### config.mk
export PLATFORM = sky130hd
export DESIGN_NAME = imem_loader
export DESIGN_NICKNAME = d
export VERILOG_FILES = /design/src/rtl/imem_loader_pkg.sv /design/src/rtl/imem_loader.sv
export SDC_FILE = /design/constraint.sdc
export NUM_CORES = 1
export LEC_CHECK = 0
export ABC_CLOCK_PERIOD_IN_PS = 3200
export CAP_MARGIN = 20
export CORE_MARGIN = 1
export CORE_UTILIZATION = 45
export DETAILED_ROUTE_END_ITERATION = 8
export GPL_TIMING_DRIVEN = 0
export HOLD_SLACK_MARGIN = 0.06
export PLACE_DENSITY_LB_ADDON = 0.15
export RECOVER_POWER = 100
export SETUP_SLACK_MARGIN = 0.05
export SYNTH_ARGS = -nofsm -noshare
export SYNTH_HDL_FRONTEND = slang
export SYNTH_SLANG_ARGS = --single-unit
export TNS_END_PERCENT = 5
### constraint.sdc
create_clock -name clk -period 3.2 [get_ports clk]
set_input_delay 0.48 -clock clk [delete_from_list [all_inputs] [get_ports clk]]
set_output_delay 0.48 -clock clk [all_outputs]
set_load 0.02 [all_outputs]
### src/rtl/imem_loader_pkg.sv
// Shared types and constants for the boot-time instruction memory loader.
// The fill byte doubles as the processor's NOP encoding.
package imem_loader_pkg;

    typedef enum logic [2:0] {
        IDLE  = 3'd0,
        LOAD  = 3'd1,
        FILL  = 3'd2,
        RUN   = 3'd3,
        ERROR = 3'd4
    } state_e;

    localparam logic [7:0] FILL_BYTE = 8'h00;

endpackage

### src/rtl/imem_loader.sv
// Streams a program image into byte-addressed instruction memory, zero-fills the
// remainder, and holds the processor until a complete, word-aligned image is loaded.
module imem_loader
    import imem_loader_pkg::*;
#(
    parameter int MEM_BYTES = 1024,
    parameter int ADDR_W    = 10
) (
    input  logic              clk,
    input  logic              rst_n,
    input  logic              start,
    input  logic              in_valid,
    input  logic [7:0]        in_data,
    input  logic              in_last,
    output logic              in_ready,
    output logic              mem_we,
    output logic [ADDR_W-1:0] mem_addr,
    output logic [7:0]        mem_wdata,
    output logic              cpu_run,
    output logic              error,
    output logic [ADDR_W:0]   byte_count
);

    localparam logic [ADDR_W:0]   FULL_COUNT = (ADDR_W+1)'(MEM_BYTES);
    localparam logic [ADDR_W-1:0] LAST_ADDR  = ADDR_W'(MEM_BYTES - 1);

    state_e              state_q, state_d;
    logic [ADDR_W-1:0]   ptr_q;
    logic                hs;
    logic [ADDR_W:0]     next_count;

    // start suppresses ready so a restart can never also consume a byte
    assign in_ready   = (state_q == LOAD) && !start;
    assign hs         = in_valid && in_ready;
    assign next_count = byte_count + (ADDR_W+1)'(1);

    always_comb begin
        // NOTE: default first so every path assigns state_d and no latch is inferred.
        state_d = state_q;
        case (state_q)
            IDLE: if (start) state_d = LOAD;
            LOAD: begin
                if (hs) begin
                    if (in_last) begin
                        if (next_count[1:0] != 2'b00)    state_d = ERROR;
                        else if (next_count == FULL_COUNT) state_d = RUN;
                        else                               state_d = FILL;
                    end else if (next_count == FULL_COUNT) begin
                        state_d = ERROR;
                    end
                end
            end
            FILL:    if (ptr_q == LAST_ADDR) state_d = RUN;
            default: ;
        endcase
        if (start) state_d = LOAD;
    end

    // NOTE: all state uses non-blocking assignments under an asynchronous reset so
    // outputs drop the moment rst_n falls; instruction memory itself is never reset.
    always_ff @(posedge clk or negedge rst_n) begin
        if (!rst_n) begin
            state_q    <= IDLE;
            ptr_q      <= '0;
            byte_count <= '0;
            mem_we     <= 1'b0;
            mem_addr   <= '0;
            mem_wdata  <= '0;
            cpu_run    <= 1'b0;
            error      <= 1'b0;
        end else begin
            state_q <= state_d;
            mem_we  <= 1'b0;
            // run is released one cycle after entering RUN so the last write settles first
            cpu_run <= (state_q == RUN) && (state_d == RUN);
            error   <= (state_d == ERROR);

            if (start || state_q == IDLE) begin
                ptr_q      <= '0;
                byte_count <= '0;
            end else if (hs) begin
                mem_we     <= 1'b1;
                mem_addr   <= ptr_q;
                mem_wdata  <= in_data;
                byte_count <= next_count;
                if (ptr_q != LAST_ADDR) ptr_q <= ptr_q + ADDR_W'(1);
            end else if (state_q == FILL) begin
                mem_we    <= 1'b1;
                mem_addr  <= ptr_q;
                mem_wdata <= FILL_BYTE;
                if (ptr_q != LAST_ADDR) ptr_q <= ptr_q + ADDR_W'(1);
            end
        end
    end

endmodule
======== After elaboration in Yosys (flattened, before gate mapping) ========
Cells that the tools add are included.
cells by class
  add/sub/neg operators ................... 2
  equal/unequal tests ..................... 8
  multiplexer cells ....................... 21
  bitwise gates (word level) .............. 1
  reductions and logical operators ........ 11
operators by type and width
  operator               count
  $mux 10                6
  $mux 11                2
  $mux 3                 6
  $mux 8                 2
  $add 11x1->11 const B  1
  $eq 11x11->1 const B   1
  $add 10x1->10 const B  1
  $eq 10x10->1 const B   1
  $ne 10x10->1 const B   1
  $eq 3x2->1 const B     3
  $pmux 3 s2             1
  $reduce_bool 2->1      3
  $mux 1                 4
  $eq 3x1->1 const B     1
  $eq 3x3->1 const B     1
  $logic_and 1x1->1      3
  $logic_not 3->1        1
  $reduce_bool 3->1      1
  $reduce_and 2->1       1
  $logic_not 1->1        1
  $logic_or 1x1->1       1
  $not 1->1              1
word-level totals
  bits in registers ....................... 45
  output and inout bits ................... 33

======== Logic depth before layout (Yosys ltp) ========
  depth after elaboration ................. 10
  gate-level depth with buffers ........... 9

======== Worst setup path after synthesis ========
No wires, ideal clock.
  path kind ............................... reg-to-reg
  start ................................... register byte_count[0]
  end ..................................... register error
  setup time .............................. 120 ps
  data arrival time ....................... 2095 ps
  required time ........................... 3080 ps
  setup slack ............................. 984 ps
  cell stages (with the launch flop) ...... 8
  buffers on the path ..................... 0
  period minus slack after synthesis ...... 2216 ps
  cells stage by stage .................... dfrtp_1 ha_1 nand2_2 or4_1 and4_4 o311ai_2 o21ba_2 o211a_1
between the ends
  elaborated cells on any way between the ends .. 11
  classes of those cells .................. add/sub (1); eq/ne (2); mux (7); reduce/logical (1)
RTL lines
  element                                                   line                                  source
  start: declaration                                        imem_loader.sv:21                     output logic [ADDR_W:0] byte_count
  start signal: assignment                                  imem_loader.sv:85                     byte_count <= next_count;
  $add 11x1->11 *                                           imem_loader.sv:35                     assign next_count = byte_count + (ADDR_W+1)'(1);
  $eq 11x11->1 / $reduce_bool 2->1 (equally long branches)  imem_loader.sv:48, imem_loader.sv:45
  $mux 3, on equally long branches                          imem_loader.sv:48, imem_loader.sv:45
  $mux 3 *                                                  imem_loader.sv:44                     if (in_last) begin
  $mux 3 *                                                  imem_loader.sv:43                     if (hs) begin
  $pmux 3 s2 *                                              imem_loader.sv:40                     case (state_q)
  $mux 3 *                                                  imem_loader.sv:56                     if (start) state_d = LOAD;
  named net state_d[2]                                      imem_loader.sv:27                     state_e state_q, state_d;
  $eq 3x3->1 *                                              imem_loader.sv:76                     error <= (state_d == ERROR);
  end signal: assignment                                    imem_loader.sv:76
  end: declaration                                          imem_loader.sv:20                     output logic error,
Mark *: on every way through the listed nets, which the timed path passes. The rest lies on a longest branch.
A chain may end at the register's enable or synchronous reset.

======== Final worst setup path ========
  start ................................... input start
  end ..................................... output in_ready
between the ends
  cells in the longest elaborated chain, start to end .. 2
RTL lines
  element             line               source
  start: declaration  imem_loader.sv:11  input logic start,
  $logic_not 1->1     imem_loader.sv:33  assign in_ready = (state_q == LOAD) && !start;
  $logic_and 1x1->1   imem_loader.sv:33
  end: declaration    imem_loader.sv:15  output logic in_ready,
Every way passes these cells.

==> impl_metrics.ini <==
[status]
outcome = finished with violations
violations = max-capacitance violations, max-slew violations

[clock_tree]
htreeDepth = 2
cts_resized = 0
cts_root_buf = clkbuf_8
clk_pin_slew_ns = 0.09
cts_tree = yes
cts_inserted_buffers = 5
hold_buffers = 0
post_cts_buffers = 0
cts.path.max_buffers = 2
cts.sinks = 45
clk_latency_ns = 0.30

[sta]
max_freq_ghz = 0.3829
fin_skew_ns = 0.009106
slew_headroom = -0.04052
hold_viol = 0
finalCritPeriodShare = 0.8161
rsz0062_at_grt = false
setup-tns-final_ns = 0
min_period_ns = 2.611
worstMarginPinSlew_ns = 1.561
finalSetupViolCount = 0
drv_slew = 31

[cells_and_area]
nFillCells = 421
drive_above_1_share = 0.05735
final_cell_mix = nand2_1, dfrtp_1, dlygate4sd3_1
antenna_cells = 0
final_common_cell = nand2_1
area_delta_synth_final_pct = 27.45
final_core_util = 0.6178
final_nets = 294

[global_route]
grt_max_degree = 31
grt_pass1_vias = 1673
gr-total-overflow = 0
antenna_found_initial = 0
gr-usage-all-layers = 0.1944
grt_pass1_wl_um = 7707

[job]
maxCapViolCount = 1

[floorplanning]
fp.coreArea_sq_mm = 0.004504
die_w_um = 71.66
fp-row-count = 24
fp.dieH_um = 71.66
die_area_sq_mm = 0.005134
initial_utilization = 0.4847
ios = 46

[synthesis]
ys_types = 43
netlist_area_sq_mm = 0.002183
synthArstFlopShare = 1.000
avgSynthCellArea_sq_um = 9.704
synth_edf_count = 0
synth_ff_type = dfrtp_1
ys_warn_count = 0
ys_ff_latch = 45
syn-num-nets = 241
ys_seq_area_frac = 0.5158
syn-instance-count = 225

[detailed_routing]
drtIter0Drc = 92
routedLengthMet1_um = 2284
dr_wl_met2_um = 1944
drtPass1Iterations = 4
antenna_left = 0
num_vias = 1780
met3_length_um = 200
drc = 0
routed_via_density = 5.378
post_drt_wl_per_cell_um = 13.53
drt-total-wl_um = 4477
top_layer_used = met4

[worst_setup_path]
critPathCaptureType = output port
crit_path_max_fanout = 4
worstSetupPathType = in2out
critPathLaunchType = input pin
crit_arrival_ns = 2.13
critPathRequiredTime_ns = 2.72

[power]
power_density_mw_per_mm2 = 449.6
internal_power_uw = 917.8
p_seq_frac = 0.496
leakage_uw = 0.001385
swShare = 0.2665
vdd_ir_drop_max_v = 0.0003133
power.switching_uw = 333.4
comb_power_share = 0.156
clockPowerShare = 0.348

[placed_design]
dp_hpwl_um = 3162
gp_congestion = 0.7954
place.port_buffers = 45

[min_path]
hold_class = in2async
[cell type report]
| cell class | instances | area (sq um) | share of cell area |
|---|---|---|---|
| Buffer | 10 | 40.04 | 0.01439 |
| Clock buffer | 6 | 72.57 | 0.02608 |
| Clock inverter | 2 | 38.79 | 0.01394 |
| Inverter | 4 | 15.01 | 0.005396 |
| Multi-Input combinational cell | 166 | 977.2 | 0.3512 |
| Sequential cell | 45 | 1126 | 0.4047 |
| Tap cell | 52 | 65.06 | 0.02338 |
| Timing Repair Buffer | 46 | 447.9 | 0.1610 |
[kinds of logic (layout without fill, tap and decap cells)]
kind of cell	after synthesis	count (layout)	share of synthesized area
buffers and inverters	14	68	0.02578
adders and majority gates	3	3	0.01719
muxes	3	3	0.01375
AOI/OAI and AO/OA	39	39	0.1347
and+or+nand+nor	108	108	0.2407
xor gates and xnor gates	13	13	0.05215
DFF	45	45	0.5158
[critical path, stage by stage]
cell and delay (ns):
dlygate4sd3_1 0.62, nor4b_4 0.31, dlygate4sd3_1 0.72
[cell usage after synthesis (2+ instances only)]
cell / count / area [sq um]
ha_1: 3 / 37.54
dfrtp_1: 45 / 1126
and2_1: 2 / 12.51
a22o_1: 10 / 87.58
buf_2: 3 / 15.01
nand3_1: 8 / 40.04
a21o_1: 3 / 22.52
nand2_1: 48 / 180.2
o21ai_0: 12 / 60.06
mux2i_1: 3 / 30.03
nor2_1: 21 / 78.83
o21bai_1: 2 / 15.01
clkbuf_1: 6 / 22.52
and3_1: 6 / 37.54
nand4_1: 5 / 31.28
inv_1: 3 / 11.26
o31ai_1: 3 / 22.52
xnor2_1: 2 / 17.52
xor2_1: 11 / 96.34
nor3_1: 6 / 30.03
[layer usage]
metal  track usage  vias to the layer above
met3       0.04782                        6
met2        0.3029                       40
met1        0.2728                      842
li1              -                      892
met4       0.05229                        0
met5             0                        -
[stage by stage]
stage	instances	power (uW)	area, sq um	hold WS (ns)	setup slack [ns]
global placement	322	841.1	2699	0.4579	0.3952
global route	331	1301	2783	0.3213	0.5228
floorplan	225	737.0	2183	0.1844	0.9842
detailed placement	323	844.5	2714	0.4366	0.7072
CTS	331	1281	2825	0.1034	0.7540
finish	331	1251	2783	0.2642	0.5886
[path summary, 6_finish.rpt]
kind / cells after the start / from / to / slack [ns]
hold / removal: 1 / rst_n / mem_wdata[0] / 0.26
setup / recovery: 3 / start / in_ready / 0.59
hold reg to reg: 2 / mem_addr[6] / mem_addr[6] / 0.47
max in group asynchronous: 2 / rst_n / mem_wdata[6] / 1.00
setup reg to reg: 7 / byte_count[0] / error / 0.81
min in group clk: 2 / mem_addr[6] / mem_addr[6] / 0.47
[power groups by stage]
| stage | combinational [uW] | sequential [uW] | clock [uW] |
|---|---|---|---|
| floorplan | 74.8 | 662 | 0 |
| global placement | 209 | 632 | 0 |
| detailed placement | 215 | 630 | 0 |
| CTS | 215 | 622 | 444 |
| global route | 213 | 625 | 463 |
| finish | 196 | 620 | 436 |
[sequential cells by signal, indices dropped and copies added, names as in the netlist]
| register | flops |
|---|---|
| mem_we | 1 |
| cpu_run | 1 |
| mem_addr | 10 |
| byte_count | 11 |
| ptr_q | 10 |
| state_q | 3 |
| error | 1 |
| mem_wdata | 8 |
(Power assumes the default switching activity.)
